[src/rtl/fifo_read_arbiter_pkg.sv]
// Shared types and helpers for the FIFO read arbiter.
// The ROUND_ROBIN_EN build macro switches the arbiter from fixed priority to rotating priority.
package fifo_read_arbiter_pkg;

  typedef enum logic [1:0] {
    ST_IDLE  = 2'd0,
    ST_POP   = 2'd1,
    ST_PUSH  = 2'd2,
    ST_PAUSE = 2'd3
  } state_t;

  localparam int unsigned DEF_NUM_FIFOS = 4;
  localparam int unsigned DEF_WORD_SIZE = 6;

  // Ceiling log2; used to size the destination field and FIFO index.
  function automatic int unsigned clog2(input int unsigned v);
    int unsigned r;
    r = 0;
    while ((64'd1 << r) < 64'(v)) r = r + 1;
    return r;
  endfunction

endpackage

[src/rtl/fifo_read_arbiter_if.sv]
// Handshake bundle between the arbiter and the input/output FIFO banks.
interface fifo_read_arbiter_if #(
  parameter int unsigned NUM_FIFOS = 4,
  parameter int unsigned WORD_SIZE = 6
);
  logic [NUM_FIFOS-1:0]           in_empty;
  logic [NUM_FIFOS*WORD_SIZE-1:0] in_data;
  logic [NUM_FIFOS-1:0]           out_almost_full;
  logic [NUM_FIFOS-1:0]           in_rd;
  logic [NUM_FIFOS-1:0]           out_wr;
  logic [WORD_SIZE-1:0]           out_data;
  logic                           paused;
  logic                           idle;
  logic                           error;

  modport master (
    input  in_empty, in_data, out_almost_full,
    output in_rd, out_wr, out_data, paused, idle, error
  );

  modport slave (
    output in_empty, in_data, out_almost_full,
    input  in_rd, out_wr, out_data, paused, idle, error
  );
endinterface

[src/rtl/fifo_read_arbiter_select.sv]
// Combinational picker: first requesting index at or after i_start, wrapping around.
module fifo_arb_select #(
  parameter int unsigned N  = 4,
  parameter int unsigned IW = 2
) (
  input  logic [N-1:0]  i_req,
  input  logic [IW-1:0] i_start,
  output logic [IW-1:0] o_idx,
  output logic          o_valid
);

  always_comb begin
    logic [IW-1:0] cand;
    o_idx   = '0;
    o_valid = 1'b0;
    cand    = '0;
    for (int k = 0; k < int'(N); k++) begin
      // N is a power of two, so IW-bit addition wraps modulo N
      cand = IW'(i_start + IW'(k));
      if (!o_valid && i_req[cand]) begin
        o_idx   = cand;
        o_valid = 1'b1;
      end
    end
  end

endmodule

[src/rtl/fifo_read_arbiter.sv]
// Drains the input FIFO bank and routes each word to the output FIFO named by its top bits.
// Build macro ROUND_ROBIN_EN selects rotating priority; default is lowest-index-first.
module fifo_read_arbiter
  import fifo_read_arbiter_pkg::*;
#(
  parameter int unsigned NUM_FIFOS = DEF_NUM_FIFOS,
  parameter int unsigned WORD_SIZE = DEF_WORD_SIZE,
  parameter int unsigned DEST_L    = clog2(NUM_FIFOS)
) (
  input  logic               clk,
  input  logic               reset,
  fifo_read_arbiter_if.master bus
);

  state_t               r_state, w_state_nxt;
  logic [DEST_L-1:0]    r_grant, w_grant_nxt;
  logic [WORD_SIZE-1:0] r_hold, w_hold_nxt;
  logic [NUM_FIFOS-1:0] r_in_rd, w_in_rd_nxt;
  logic [NUM_FIFOS-1:0] r_out_wr, w_out_wr_nxt;
  logic                 r_paused, r_idle, r_error, w_error_nxt;

  logic [WORD_SIZE-1:0] w_words [NUM_FIFOS];
  logic [WORD_SIZE-1:0] w_pop_word;
  logic [DEST_L-1:0]    w_pop_dest;
  logic [DEST_L-1:0]    w_start;
  logic [DEST_L-1:0]    w_sel_idx;
  logic                 w_sel_valid;
  logic                 w_any_af;

  for (genvar gi = 0; gi < int'(NUM_FIFOS); gi++) begin : g_words
    assign w_words[gi] = bus.in_data[gi*WORD_SIZE +: WORD_SIZE];
  end

  assign w_pop_word = w_words[r_grant];
  assign w_pop_dest = w_pop_word[WORD_SIZE-1 -: DEST_L];
  assign w_any_af   = |bus.out_almost_full;

`ifdef ROUND_ROBIN_EN
  logic [DEST_L-1:0] r_last_grant;

  // Remember the most recent winner so the search starts just past it.
  always_ff @(posedge clk) begin
    if (reset) begin
      r_last_grant <= DEST_L'(NUM_FIFOS - 1);
    end else if (w_state_nxt == ST_POP) begin
      r_last_grant <= w_grant_nxt;
    end
  end

  assign w_start = DEST_L'(r_last_grant + DEST_L'(1));
`else
  assign w_start = '0;
`endif

  fifo_arb_select #(
    .N  (NUM_FIFOS),
    .IW (DEST_L)
  ) u_select (
    .i_req   (~bus.in_empty),
    .i_start (w_start),
    .o_idx   (w_sel_idx),
    .o_valid (w_sel_valid)
  );

  // Next state plus next values of every registered output.
  always_comb begin
    w_state_nxt  = r_state;
    w_grant_nxt  = r_grant;
    w_hold_nxt   = r_hold;
    w_in_rd_nxt  = '0;
    w_out_wr_nxt = '0;
    w_error_nxt  = 1'b0;

    unique case (r_state)
      ST_IDLE, ST_PUSH: begin
        if (w_any_af) begin
          w_state_nxt = ST_PAUSE;
        end else if (w_sel_valid) begin
          w_state_nxt = ST_POP;
          w_grant_nxt = w_sel_idx;
          w_in_rd_nxt = NUM_FIFOS'(1) << w_sel_idx;
        end else begin
          w_state_nxt = ST_IDLE;
        end
      end
      ST_POP: begin
        if (!bus.in_empty[r_grant]) begin
          w_state_nxt  = ST_PUSH;
          w_hold_nxt   = w_pop_word;
          w_out_wr_nxt = NUM_FIFOS'(1) << w_pop_dest;
        end else begin
          w_state_nxt = ST_IDLE;
          w_error_nxt = 1'b1;
        end
      end
      ST_PAUSE: begin
        if (!w_any_af) w_state_nxt = ST_IDLE;
      end
      default: w_state_nxt = ST_IDLE;
    endcase
  end

  always_ff @(posedge clk) begin
    if (reset) begin
      r_state  <= ST_IDLE;
      r_grant  <= '0;
      r_hold   <= '0;
      r_in_rd  <= '0;
      r_out_wr <= '0;
      r_paused <= 1'b0;
      r_idle   <= 1'b1;
      r_error  <= 1'b0;
    end else begin
      r_state  <= w_state_nxt;
      r_grant  <= w_grant_nxt;
      r_hold   <= w_hold_nxt;
      r_in_rd  <= w_in_rd_nxt;
      r_out_wr <= w_out_wr_nxt;
      r_paused <= (w_state_nxt == ST_PAUSE);
      r_idle   <= (w_state_nxt == ST_IDLE);
      r_error  <= w_error_nxt;
    end
  end

  assign bus.in_rd    = r_in_rd;
  assign bus.out_wr   = r_out_wr;
  assign bus.out_data = r_hold;
  assign bus.paused   = r_paused;
  assign bus.idle     = r_idle;
  assign bus.error    = r_error;

endmodule
[src/flat_wrapper.sv]
// flat-port wrapper written by rule: the top's interface ports become plain ports
module fifo_read_arbiter_flat import fifo_read_arbiter_pkg::*;
#(
  parameter int unsigned NUM_FIFOS = DEF_NUM_FIFOS,
  parameter int unsigned WORD_SIZE = DEF_WORD_SIZE,
  parameter int unsigned DEST_L    = clog2(NUM_FIFOS)
)
  (clk, reset, bus_in_empty, bus_in_data, bus_out_almost_full, bus_in_rd, bus_out_wr, bus_out_data, bus_paused, bus_idle, bus_error);
  fifo_read_arbiter_if #(.NUM_FIFOS(NUM_FIFOS), .WORD_SIZE(WORD_SIZE)) bus_i ();
  input  logic clk;
  input  logic reset;
  input wire logic [$bits(bus_i.in_empty)-1:0] bus_in_empty;
  input wire logic [$bits(bus_i.in_data)-1:0] bus_in_data;
  input wire logic [$bits(bus_i.out_almost_full)-1:0] bus_out_almost_full;
  output wire logic [$bits(bus_i.in_rd)-1:0] bus_in_rd;
  output wire logic [$bits(bus_i.out_wr)-1:0] bus_out_wr;
  output wire logic [$bits(bus_i.out_data)-1:0] bus_out_data;
  output wire logic [$bits(bus_i.paused)-1:0] bus_paused;
  output wire logic [$bits(bus_i.idle)-1:0] bus_idle;
  output wire logic [$bits(bus_i.error)-1:0] bus_error;
  assign bus_i.in_empty = bus_in_empty;
  assign bus_i.in_data = bus_in_data;
  assign bus_i.out_almost_full = bus_out_almost_full;
  assign bus_in_rd = bus_i.in_rd;
  assign bus_out_wr = bus_i.out_wr;
  assign bus_out_data = bus_i.out_data;
  assign bus_paused = bus_i.paused;
  assign bus_idle = bus_i.idle;
  assign bus_error = bus_i.error;
  fifo_read_arbiter #(.NUM_FIFOS(NUM_FIFOS), .WORD_SIZE(WORD_SIZE), .DEST_L(DEST_L)) u_core (.clk(clk), .reset(reset), .bus(bus_i));
endmodule
[config.mk]
export PLATFORM = sky130hd
export DESIGN_NAME = fifo_read_arbiter_flat
export DESIGN_NICKNAME = d
export VERILOG_FILES = /design/src/rtl/fifo_read_arbiter_pkg.sv /design/src/rtl/fifo_read_arbiter_if.sv /design/src/rtl/fifo_read_arbiter_select.sv /design/src/rtl/fifo_read_arbiter.sv /design/src/flat_wrapper.sv
export SDC_FILE = /design/constraint.sdc
export NUM_CORES = 1
export LEC_CHECK = 0
export CORE_ASPECT_RATIO = 2
export CORE_UTILIZATION = 35
export DETAILED_ROUTE_END_ITERATION = 10
export MAX_ROUTING_LAYER = met4
export PLACE_DENSITY = 0.76
export REMOVE_ABC_BUFFERS = 1
export SLEW_MARGIN = 5
export SYNTH_ARGS = -nofsm -noshare
export SYNTH_HDL_FRONTEND = slang
export SYNTH_SLANG_ARGS = --single-unit
[constraint.sdc]
create_clock -name clk -period 1.9 [get_ports clk]
set_input_delay 0.285 -clock clk [delete_from_list [all_inputs] [get_ports clk]]
set_output_delay 0.285 -clock clk [all_outputs]
set_load 0.01 [all_outputs]
# After elaboration in Yosys (flattened, before gate mapping)
# Index checks and enable logic that the tools add are counted.
# classes
reduce_logical	15
bitwise	7
n_eq_ne	4
magnitude_cmp	2
n_shift	2
n_mux	18
# ops
cell	count
$bmux W6 S2	1
$mux W6	2
$mux W2	5
$mux W1	8
$shl A1 B2 Y4 const A	2
$reduce_or A7 Y1	1
$eq A2 B2 Y1 const B	3
$pmux W2 S3	1
$not A1 Y1	5
$logic_not A2 Y1	2
$not A4 Y4	1
$reduce_or A2 Y1	2
$reduce_or A4 Y1	1
$ge A3 B3 Y1 const B	1
$logic_and A1 B1 Y1	3
$logic_not A1 Y1	3
$lt A2 B3 Y1 const B	1
$not A2 Y3	1
$reduce_and A3 Y1	1
$reduce_or A3 Y1	1
$bmux W1 S2	1
$eq A2 B1 Y1 const B	1
$reduce_and A2 Y1	1
# totals
ff_bits	21
word_cells	56
in_bits	34
out_inout_bits	17

# Logic depth before layout (Yosys ltp)
# Gate-level depths: netlist of run 1.
# logic_depth
depth_word	15
depth_mapped	5
mapped_depth_nobuf	4

# Cells and area by module
# A second synthesis of run 1 with hierarchy kept.
# unflattened
cells_unflattened	97
hier_area_um2	1088.5
# modules_own_cells
mod	seq_area_each_um2	cells_each	instances	area_per_inst_um2
fifo_read_arbiter	420.4	82	1	1011.0
fifo_arb_select	0.0	15	1	77.6

# Worst setup path after synthesis of run 1
# OpenSTA, ideal clock, no wires.
# synth_path
path_type	reg-to-reg
start	register u_core.r_grant[1]
end	register u_core.r_hold[0] (netlist: u_core.bus.out_data[0])
setup_slack_ns	0.442
t_required_ns	1.772
synth_period_minus_slack_ns	1.458
arrival_ns	1.330
path_stages_with_launch	6
setup_time_ns	0.128
n_path_buf	1
cell_sequence	dfxtp_1 -> buf_4 -> mux2_2 -> o22ai_4 -> mux2i_1 -> nor2_1
# synth_between
elab_chain_len	4
word_cells_on_any_way	8
classes_between	5 x mux; 2 x bitwise; 1 x reduce/logical
# synth_lines
element	line_no	source
start: declaration	fifo_read_arbiter.sv:16	logic [DEST_L-1:0] r_grant, w_grant_nxt;
start signal: assignment	fifo_read_arbiter.sv:115	r_grant <= w_grant_nxt;
$not A2 Y3 (implied by the code) or $bmux W1 S2 (tied branches)	fifo_read_arbiter.sv:34, fifo_read_arbiter.sv:87	
$bmux W6 S2 or $mux W1 (tied branches)	fifo_read_arbiter.sv:34, fifo_read_arbiter.sv:87	
$mux W6 (implied by the code) or $not A1 Y1 (tied branches)	--	
$mux W6 (implied by the code) or $reduce_and A2 Y1 (tied branches)	--	
end signal: assignment	fifo_read_arbiter.sv:116	r_hold <= w_hold_nxt;
end: declaration	fifo_read_arbiter.sv:17	logic [WORD_SIZE-1:0] r_hold, w_hold_nxt;
# Parallel ways exist; a longest one is shown, timed or not. The select of a mux whose other input is x is not followed.
# A chain may end at the register's enable or synchronous reset.

# Worst setup path after layout of run 1
# layout_path
start	register u_core.r_grant[0]
end	register u_core.r_out_wr[0] (netlist: u_core.bus.out_wr[0])
# layout_between
elab_chain_len	5
word_cells_on_any_way	8
classes_between	1 x shift; 5 x mux; 1 x bitwise; 1 x reduce/logical
# layout_lines
element	line_no	source
$not A2 Y3 (implied by the code)	fifo_read_arbiter.sv:34	assign w_pop_word = w_words[r_grant];
$bmux W6 S2	fifo_read_arbiter.sv:34	
$mux W6 (implied by the code) (2 in a row)	fifo_read_arbiter.sv:34	
$shl A1 B2 Y4	fifo_read_arbiter.sv:90	w_out_wr_nxt = NUM_FIFOS'(1) << w_pop_dest;
end signal: assignment	fifo_read_arbiter.sv:118	r_out_wr <= w_out_wr_nxt;
end: declaration	fifo_read_arbiter.sv:19	logic [NUM_FIFOS-1:0] r_out_wr, w_out_wr_nxt;
# Parallel ways exist; a longest one is shown, timed or not. The select of a mux whose other input is x is not followed.

==> impl_metrics.tcl, run 1 <==
set metrics [dict create \
    post_cts_buffers 0 \
    clockBufferDepth 2 \
    outcome "complete, no violations" \
    ys_ff_latch 21 \
    ant_nets 0 \
    antenna_cells 0 \
    dr.pass1.iters 4 \
    p_leak_nw 0.5721 \
    routed_wl_mm 2.210 \
    stdcell_area_sq_um 1544 \
    drive_gt1_frac 0.09023 \
    clk_pin_slew_ns 0.07 \
    min_path_type "register to register" \
    dieHeight_microns 76.34 \
    routabilityCongestion 0.7969 \
    min_from "u_core.bus.out_data[2]" \
    ctsResizeCount 0 \
    worstSetupPathType "register to register" \
    final_common_cell "clkdlybuf4s50_1" \
    slowest_delay_ns 0.63 \
    setup_viol 0 \
    cts.sinks 21 \
    path_delay_family "flip-flops" \
    clockRootBuffer "clkbuf_8" \
    grt_pass1_vias 860 \
    crit_path_end_kind "register" \
    dpl_cell_area_sq_um 1499 \
    r2r_cells 3 \
    portBuffers 50 \
    worstPathArrival_ns 1.86 \
    synth_ff_type "dfxtp_1" \
    tritoncts "yes" \
    maxSlewHeadroom 0.6659 \
    p_seq_frac 0.504 \
    clock_skew_ns 0.001189 \
    synth_area_sq_um 967.2 \
    dieArea_sq_um 2990 \
    yosysTopAreaCell "dfxtp_1" \
    drcViolationCount 0 \
    routedWlPerCell_microns 13.73 \
    ys_warn_count 0 \
    cap_violations 0 \
    grt_max_degree 12 \
    vias 820 \
    vias_per_cell 5.093 \
    finalHoldViolCount 0 \
    core_area_sq_um 2570 \
    cts_hold_buf 0 \
    grt_overflow 0 \
    dr.first_iter.drc_count 26 \
    holdWs_ns 0.4942 \
    initial_core_util 0.3763 \
    setup_ws_ns 0.2116 \
    htree_levels 1 \
    r2r-start "u_core.r_grant[0]" \
    grt_pass1_wl_mm 3.801 \
    cp_max_fo 10 \
    synth_top_cells_by_area "dfxtp_1 43%, mux4_1 16%, mux2i_1 8.3%, nor2_1 4.3%, mux2_2 2.3%" \
    syn_area_per_cell_sq_um 12.09 \
    critPathLaunchType "register" \
    tns_ns 0 \
    whs_endpoint "u_core.bus.out_data[2]" \
    timing_max_transition_violations_final 0 \
    synth_cell_types 27 \
    cp.required_ns 2.07 \
    switching_share 0.2163 \
    syn2layout_area_growth_pct 59.64 \
    timing.fmax_ghz 0.5923 \
    nNetsFinal 168 \
    yosysSeqAreaShare 0.4347 \
    p_int_mw 0.7240 \
    final_cell_mix "50 x clkdlybuf4s50_1, 21 x dfxtp_1, 11 x nor2_1" \
    path_cells "mux4_2, nor3_2, nor3b_1" \
    p_total_mw 0.9238 \
    tightest_slew_ns 0.5005 \
    netlist.area_leader.share 0.4347 \
    post-place-ws_ns 0.05543 \
    period_minus_slack_ns 1.688 \
    ir_worst_vdd_uv 390.4 \
    r2r_slack_ns 0.21 \
    ios 51 \
    switching_power_mw 0.1998 \
    r2r-end "u_core.bus.out_wr[0]" \
    cts_made_buffers 3 \
    crit_slowest_cell "dfxtp_1" \
    syn_inst 80 \
    cellPowerDensity_nw_per_um2 598.3 \
    grt_usage 0.1819 \
    synth_edf_count 0 \
    clock_latency_ns 0.25 \
    antenna_found_initial 0 \
    postSynth.asyncResetShare 0 \
    rsz0062_at_grt "false" \
    fin_crit_sh 0.8886 \
    combPwrFrac 0.193 \
    die_width_microns 39.17 \
    critPathBufInv 0 \
    min_path_cells 2 \
    pwr-share-clk 0.303 \
    post-dp-hpwl_mm 1.880 \
    num_rows 26 \
]
## cell families (layout without fill, tap and decap cells)
group,count (synthesis),after routing,synth area share
mux,17,17,0.2924
flops,21,21,0.4347
simple gates,30,30,0.1811
compound gates,7,7,0.06081
buf+inv,5,58,0.03105
## worst reg2reg max path, delay by kind of cell, from the launching register on
kind          cells  cell delay [ns]
simple gates      2             0.39
mux               1             0.59
flops             1             0.63
## synth_stat cells (2+ instances only)
cell       n
mux4_1     6
mux2_2     2
nor4b_1    2
clkbuf_1   2
nor4_1     2
a21oi_1    3
nand2b_1   2
nor2_1    11
nor3b_1    2
mux2i_1    8
dfxtp_1   21
nand2_1    4
## state kept, by name (all words and copies together) (netlist names)
register             cells
u_core.bus.idle          1
u_core.bus.in_rd         4
u_core.bus.error         1
u_core.bus.out_data      6
u_core.r_grant           2
u_core.bus.out_wr        4
u_core.r_state           2
u_core.bus.paused        1
## routing by layer
metal / track usage / vias to the layer above / share of wire
li1: - / 411 / -
met2: 0.3183 / 22 / 0.60
met5: - / - / 0
met4: 0.07931 / 0 / 0.019
met1: 0.1898 / 383 / 0.35
met3: 0.01749 / 4 / 0.029
## power by group through the flow
stage / logic [mW] / registers, mW / clock network, mW
floorplan: 0.0602 / 0.480 / 0
global placement: 0.176 / 0.476 / 0
detailed placement: 0.180 / 0.476 / 0
CTS: 0.180 / 0.466 / 0.289
global route: 0.193 / 0.468 / 0.315
finish: 0.178 / 0.466 / 0.280
## worst max path at each step
stage / start / end / slack, ns / cells past startpoint
floorplan: u_core.r_grant[1] / u_core.bus.idle / 0.39 / 4
global placement: bus_in_empty[3] / u_core.bus.out_data[5] / 0.12 / 5
detailed placement: bus_in_empty[3] / u_core.bus.out_data[1] / 0.06 / 5
CTS: u_core.r_grant[0] / u_core.bus.out_wr[0] / 0.21 / 3
global route: u_core.r_grant[0] / u_core.bus.out_wr[0] / 0.14 / 3
finish: u_core.r_grant[0] / u_core.bus.out_wr[0] / 0.21 / 3
## through the flow
stage,cells,utilization
after detailed placement,157,0.5833
final,161,0.6008
after global routing,161,0.6008
after floorplan,76,-
after global placement,157,0.5833
after CTS,161,0.6008
## final cells by class
class | count | area [sq um]
multi-input cells | 54 | 516.7
repair buffers | 53 | 523.0
fillers | 233 | 1026
well taps | 28 | 35.03
clock buffers | 4 | 45.04
flip-flops and latches | 21 | 420.4
inverters | 1 | 3.754
(Power assumes the default switching activity.)
==> inputs of run 2 (changes only) <==
--- a/config.mk
+++ b/config.mk
@@ -5,7 +5,7 @@
 export SDC_FILE = /design/constraint.sdc
 export NUM_CORES = 1
 export LEC_CHECK = 0
-export CORE_ASPECT_RATIO = 2
+export CORE_ASPECT_RATIO = 1.4
 export CORE_UTILIZATION = 35
 export DETAILED_ROUTE_END_ITERATION = 10
 export MAX_ROUTING_LAYER = met4
==> impl_metrics.tcl, run 2 (synthesis results as in run 1) <==
set metrics [dict create \
    clockBufferDepth 2 \
    portBuffers 50 \
    tritoncts "yes" \
    grt_overflow 0 \
    cellPowerDensity_nw_per_um2 559.6 \
    switching_power_mw 0.2057 \
    path_cells "mux4_2, nor3_2, nor3b_1" \
    drcViolationCount 0 \
    fin_crit_sh 0.8896 \
    clock_skew_ns 0.001459 \
    maxSlewHeadroom 0.6718 \
    ant_nets 0 \
    syn2layout_area_growth_pct 58.86 \
    post-dp-hpwl_mm 1.761 \
    combPwrFrac 0.207 \
    period_minus_slack_ns 1.690 \
    num_rows 22 \
    cp.required_ns 2.14 \
    initial_core_util 0.3699 \
    crit_path_end_kind "register" \
    r2r-end "u_core.bus.out_wr[0]" \
    antenna_cells 0 \
    cp_max_fo 10 \
    outcome "complete, no violations" \
    final_cell_mix "50 x clkdlybuf4s50_1, 21 x dfxtp_1, 11 x nor2_1" \
    final_common_cell "clkdlybuf4s50_1" \
    min_path_type "register to register" \
    p_int_mw 0.6540 \
    worstPathArrival_ns 1.93 \
    slowest_delay_ns 0.65 \
    ios 51 \
    routedWlPerCell_microns 12.91 \
    grt_pass1_vias 838 \
    timing_max_transition_violations_final 0 \
    htree_levels 1 \
    min_from "u_core.bus.out_data[1]" \
    crit_slowest_cell "dfxtp_1" \
    dieArea_sq_um 2980 \
    clock_latency_ns 0.30 \
    core_area_sq_um 2615 \
    cap_violations 0 \
    worstSetupPathType "register to register" \
    path_depth 3 \
    vias_per_cell 5.059 \
    ir_worst_vdd_uv 338.1 \
    r2r-start "u_core.r_grant[0]" \
    p_total_mw 0.8598 \
    grt_max_degree 13 \
    routed_wl_mm 2.182 \
    die_width_microns 46.43 \
    ctsResizeCount 0 \
    r2r_slack_ns 0.21 \
    cts_hold_buf 0 \
    rsz0062_at_grt "false" \
    dr.pass1.iters 4 \
    vias 855 \
    pwr-share-clk 0.251 \
    nNetsFinal 168 \
    timing.fmax_ghz 0.5917 \
    routabilityCongestion 0.7711 \
    clk_pin_slew_ns 0.12 \
    dieHeight_microns 64.20 \
    p_seq_frac 0.542 \
    p_leak_nw 0.5671 \
    post_cts_buffers 0 \
    whs_endpoint "u_core.bus.out_data[1]" \
    cts.sinks 21 \
    tns_ns 0 \
    min_path_cells 2 \
    clockRootBuffer "clkbuf_4" \
    drive_gt1_frac 0.09774 \
    setup_ws_ns 0.2098 \
    critPathBufInv 0 \
    grt_pass1_wl_mm 3.539 \
    switching_share 0.2393 \
    path_delay_family "flip-flops" \
    finalHoldViolCount 0 \
    setup_viol 0 \
    critPathLaunchType "register" \
    antenna_found_initial 0 \
    tightest_slew_ns 0.4916 \
    largest_register_ffs 6 \
    r2r_cells 3 \
    dr.first_iter.drc_count 9 \
    grt_usage 0.1672 \
    post-place-ws_ns 0.06550 \
    cts_made_buffers 3 \
]
[run 2: final cells by class]
type / count / area [sq um]
flip-flops and latches: 21 / 420.4
clock inverters: 1 / 5.005
clock buffers: 3 / 22.52
fillers: 225 / 1079
repair buffers: 53 / 523.0
inverters: 1 / 3.754
multi-input cells: 54 / 516.7
well taps: 36 / 45.04
[run 2: stage by stage]
step                        util  hold slack (ns)  instance area [sq um]  cells
after floorplan                -           0.3541                  940.9     76
after global placement    0.5770           0.4918                   1509    165
after detailed placement  0.5770           0.4891                   1509    165
after CTS                 0.5876           0.5294                   1536    169
after global routing      0.5876           0.5443                   1536    169
final                     0.5876           0.5244                   1536    169
[run 2: worst min-delay path, delay by kind of cell, from the launching register on]
kind          cells  cell delay [ns]
mux               1             0.07
simple gates      1             0.08
flops             1             0.35
[run 2: worst max-delay path by stage]
stage	startpoint	end	slack, ns
2_1_floorplan	u_core.r_grant[1]	u_core.bus.idle	0.39
3_3_place_gp	bus_in_empty[0]	u_core.bus.out_wr[0]	0.12
3_5_place_dp	bus_in_empty[0]	u_core.bus.out_data[5]	0.07
4_1_cts	u_core.r_grant[0]	u_core.bus.out_wr[0]	0.18
5_1_grt	u_core.r_grant[0]	u_core.bus.out_wr[0]	0.11
6_report	u_core.r_grant[0]	u_core.bus.out_wr[0]	0.21
[run 2: per-layer routing]
layer / share of wire / up-vias / wire length, microns / track usage
li1: - / 411 / - / -
met5: 0 / - / 0 / -
met4: 0.015 / 0 / 33 / 0.06618
met3: 0.063 / 4 / 138 / 0.03672
met1: 0.38 / 405 / 832 / 0.1813
met2: 0.54 / 35 / 1178 / 0.2813
[run 2: power groups by stage]
stage               Sequential (mW)  Clock (mW)  Combinational, mW
finish                        0.466       0.216              0.178
global placement              0.476           0              0.175
global route                  0.468       0.238              0.191
floorplan                     0.480           0             0.0602
CTS                           0.467       0.221              0.179
detailed placement            0.476           0              0.178
==> inputs of run 3 (changes only) <==
--- a/config.mk
+++ b/config.mk
@@ -7,7 +7,9 @@
 export LEC_CHECK = 0
 export CORE_ASPECT_RATIO = 1.4
 export CORE_UTILIZATION = 35
+export CTS_CLUSTER_SIZE = 12
 export DETAILED_ROUTE_END_ITERATION = 10
+export GPL_ROUTABILITY_DRIVEN = 0
 export MAX_ROUTING_LAYER = met4
 export PLACE_DENSITY = 0.76
 export REMOVE_ABC_BUFFERS = 1
==> results of run 3 <==
No change in the layout: final DEF, timing and power equal those of run 2.
==> RTL change, RTL diff (settings of run 1) <==
Take the reset off `r_hold` and load it in a clocked block of its own.
--- a/src/rtl/fifo_read_arbiter.sv
+++ b/src/rtl/fifo_read_arbiter.sv
@@ -104,7 +104,6 @@
     if (reset) begin
       r_state  <= ST_IDLE;
       r_grant  <= '0;
-      r_hold   <= '0;
       r_in_rd  <= '0;
       r_out_wr <= '0;
       r_paused <= 1'b0;
@@ -113,13 +112,16 @@
     end else begin
       r_state  <= w_state_nxt;
       r_grant  <= w_grant_nxt;
-      r_hold   <= w_hold_nxt;
       r_in_rd  <= w_in_rd_nxt;
       r_out_wr <= w_out_wr_nxt;
       r_paused <= (w_state_nxt == ST_PAUSE);
       r_idle   <= (w_state_nxt == ST_IDLE);
       r_error  <= w_error_nxt;
     end
+  end
+
+  always_ff @(posedge clk) begin
+    r_hold <= w_hold_nxt;
   end
 
   assign bus.in_rd    = r_in_rd;
Behaviour: differs if reset is asserted again (counterexample within 4 cycles, from zero or initial values and one cycle with reset high); with reset held inactive, the same outputs for 10 cycles.
==> RTL change against run 1 <==
  * Synthesized area is 6.3% lower
  * Sequential share of layout area is 4.2 points higher
  * First-iteration DRC count is 31% lower
  * Non-clock buffer count is 6 higher
  * Fmax is 4.8% higher
  * Clock power is 1% higher
  * Sequential cell count stayed put
  * Register-to-register slack better by 0.15 ns
  * Clock skew is 0.0016 ns higher
  * Power is 0.20% higher
  * Global-route usage is 0.23 points higher
  * Critical endpoint unchanged
  * Worst setup slack better by 0.077 ns
  * Wire length is 5.2% lower
  * Design area is 0.89% lower
==> RTL change: results (changes against run 1) <==
worst rel slew slack 75.51% (+8.9 points); complex-gate fraction of the synthesized area 7.459% (+1.4 points); synthesized area per cell 13.73 um2 (+14%); first-pass GRT wire length 3.367 mm (-11%); clock share of power 30.7% (+0.4 points); synth top area cells dfxtp_1 33%, edfxtp_1 20%, mux4_1 17%; post-DR wirelength/cell 13.79 um (+0.46%); most frequent cells after synthesis 15 x dfxtp_1, 6 x edfxtp_1, 6 x mux4_1; Worst Hold Path Cells 1 (-1); M1 GR Usage 15.46% (-3.5 points); DRT iter0 DRCs 18 (-31%); dpl ws 0.01308 ns (-0.04235 ns); hold_sp u_core.r_state[0]; Cell Int Power 0.0007334 W (+1.3%); Largest delay share family, worst path simple AND/OR/NAND/NOR gates; M1 WL 690 um (-10%); Netlist cell types 26 (-3.7%); GPL Wtd Cong 0.7370 (-7.5%); Seq/Total Area, Yosys 53.04% (+9.6 points); Seq group 0.000482 W (+3%); status finished, final reports clean; Slowest Stage Delay on Critical Path 0.49 ns (-0.14 ns); ratio of cells with drive above 1 in the final layout 12.80% (+3.8 points); R2R setup slack 0.36 ns (+0.15 ns); Slowest cell on crit path mux4_2; CP max FO 4 (-6); met2 Usage GRT 34.29% (+2.5 points); vias per inst 5.151 (+1.1%); Post-Route WL 2.096 mm (-5.2%); fillers 205 (-12%); Leakage 0.5685 nW (-0.63%); Post-synth EDFFs 6 (+6)
[RTL change: cell types whose count changed after synthesis, sizes merged, moves of 2 or more]
cell    change
mux2i       -8
nor2        -7
dfxtp       -6
edfxtp      +6
nor2b       +5
o21ai       +3
a21oi       -2
mux2        -2
nor4b       -2
[RTL change: worst max-delay path by stage]
stage	start	end	slack, ns
floorplan	u_core.r_grant[0]	u_core.bus.out_data[0]	0.14
global placement	bus_in_empty[1]	u_core.bus.out_wr[1]	0.04
detailed placement	bus_in_empty[1]	u_core.bus.out_wr[0]	0.01
CTS	bus_in_empty[1]	u_core.bus.out_wr[0]	0.28
global route	bus_in_empty[1]	u_core.bus.out_wr[2]	0.21
finish	bus_in_empty[1]	u_core.bus.out_wr[0]	0.29
[RTL change: final cells by class]
type	instances	area, um2	share of cell area (%)
inverter	1	3.754	0.2453
timing repair buffer	59	568.0	37.12
tap	27	33.78	2.208
multi-input combinational	40	399.1	26.08
clock buffer	4	45.04	2.944
sequential	21	480.5	31.40
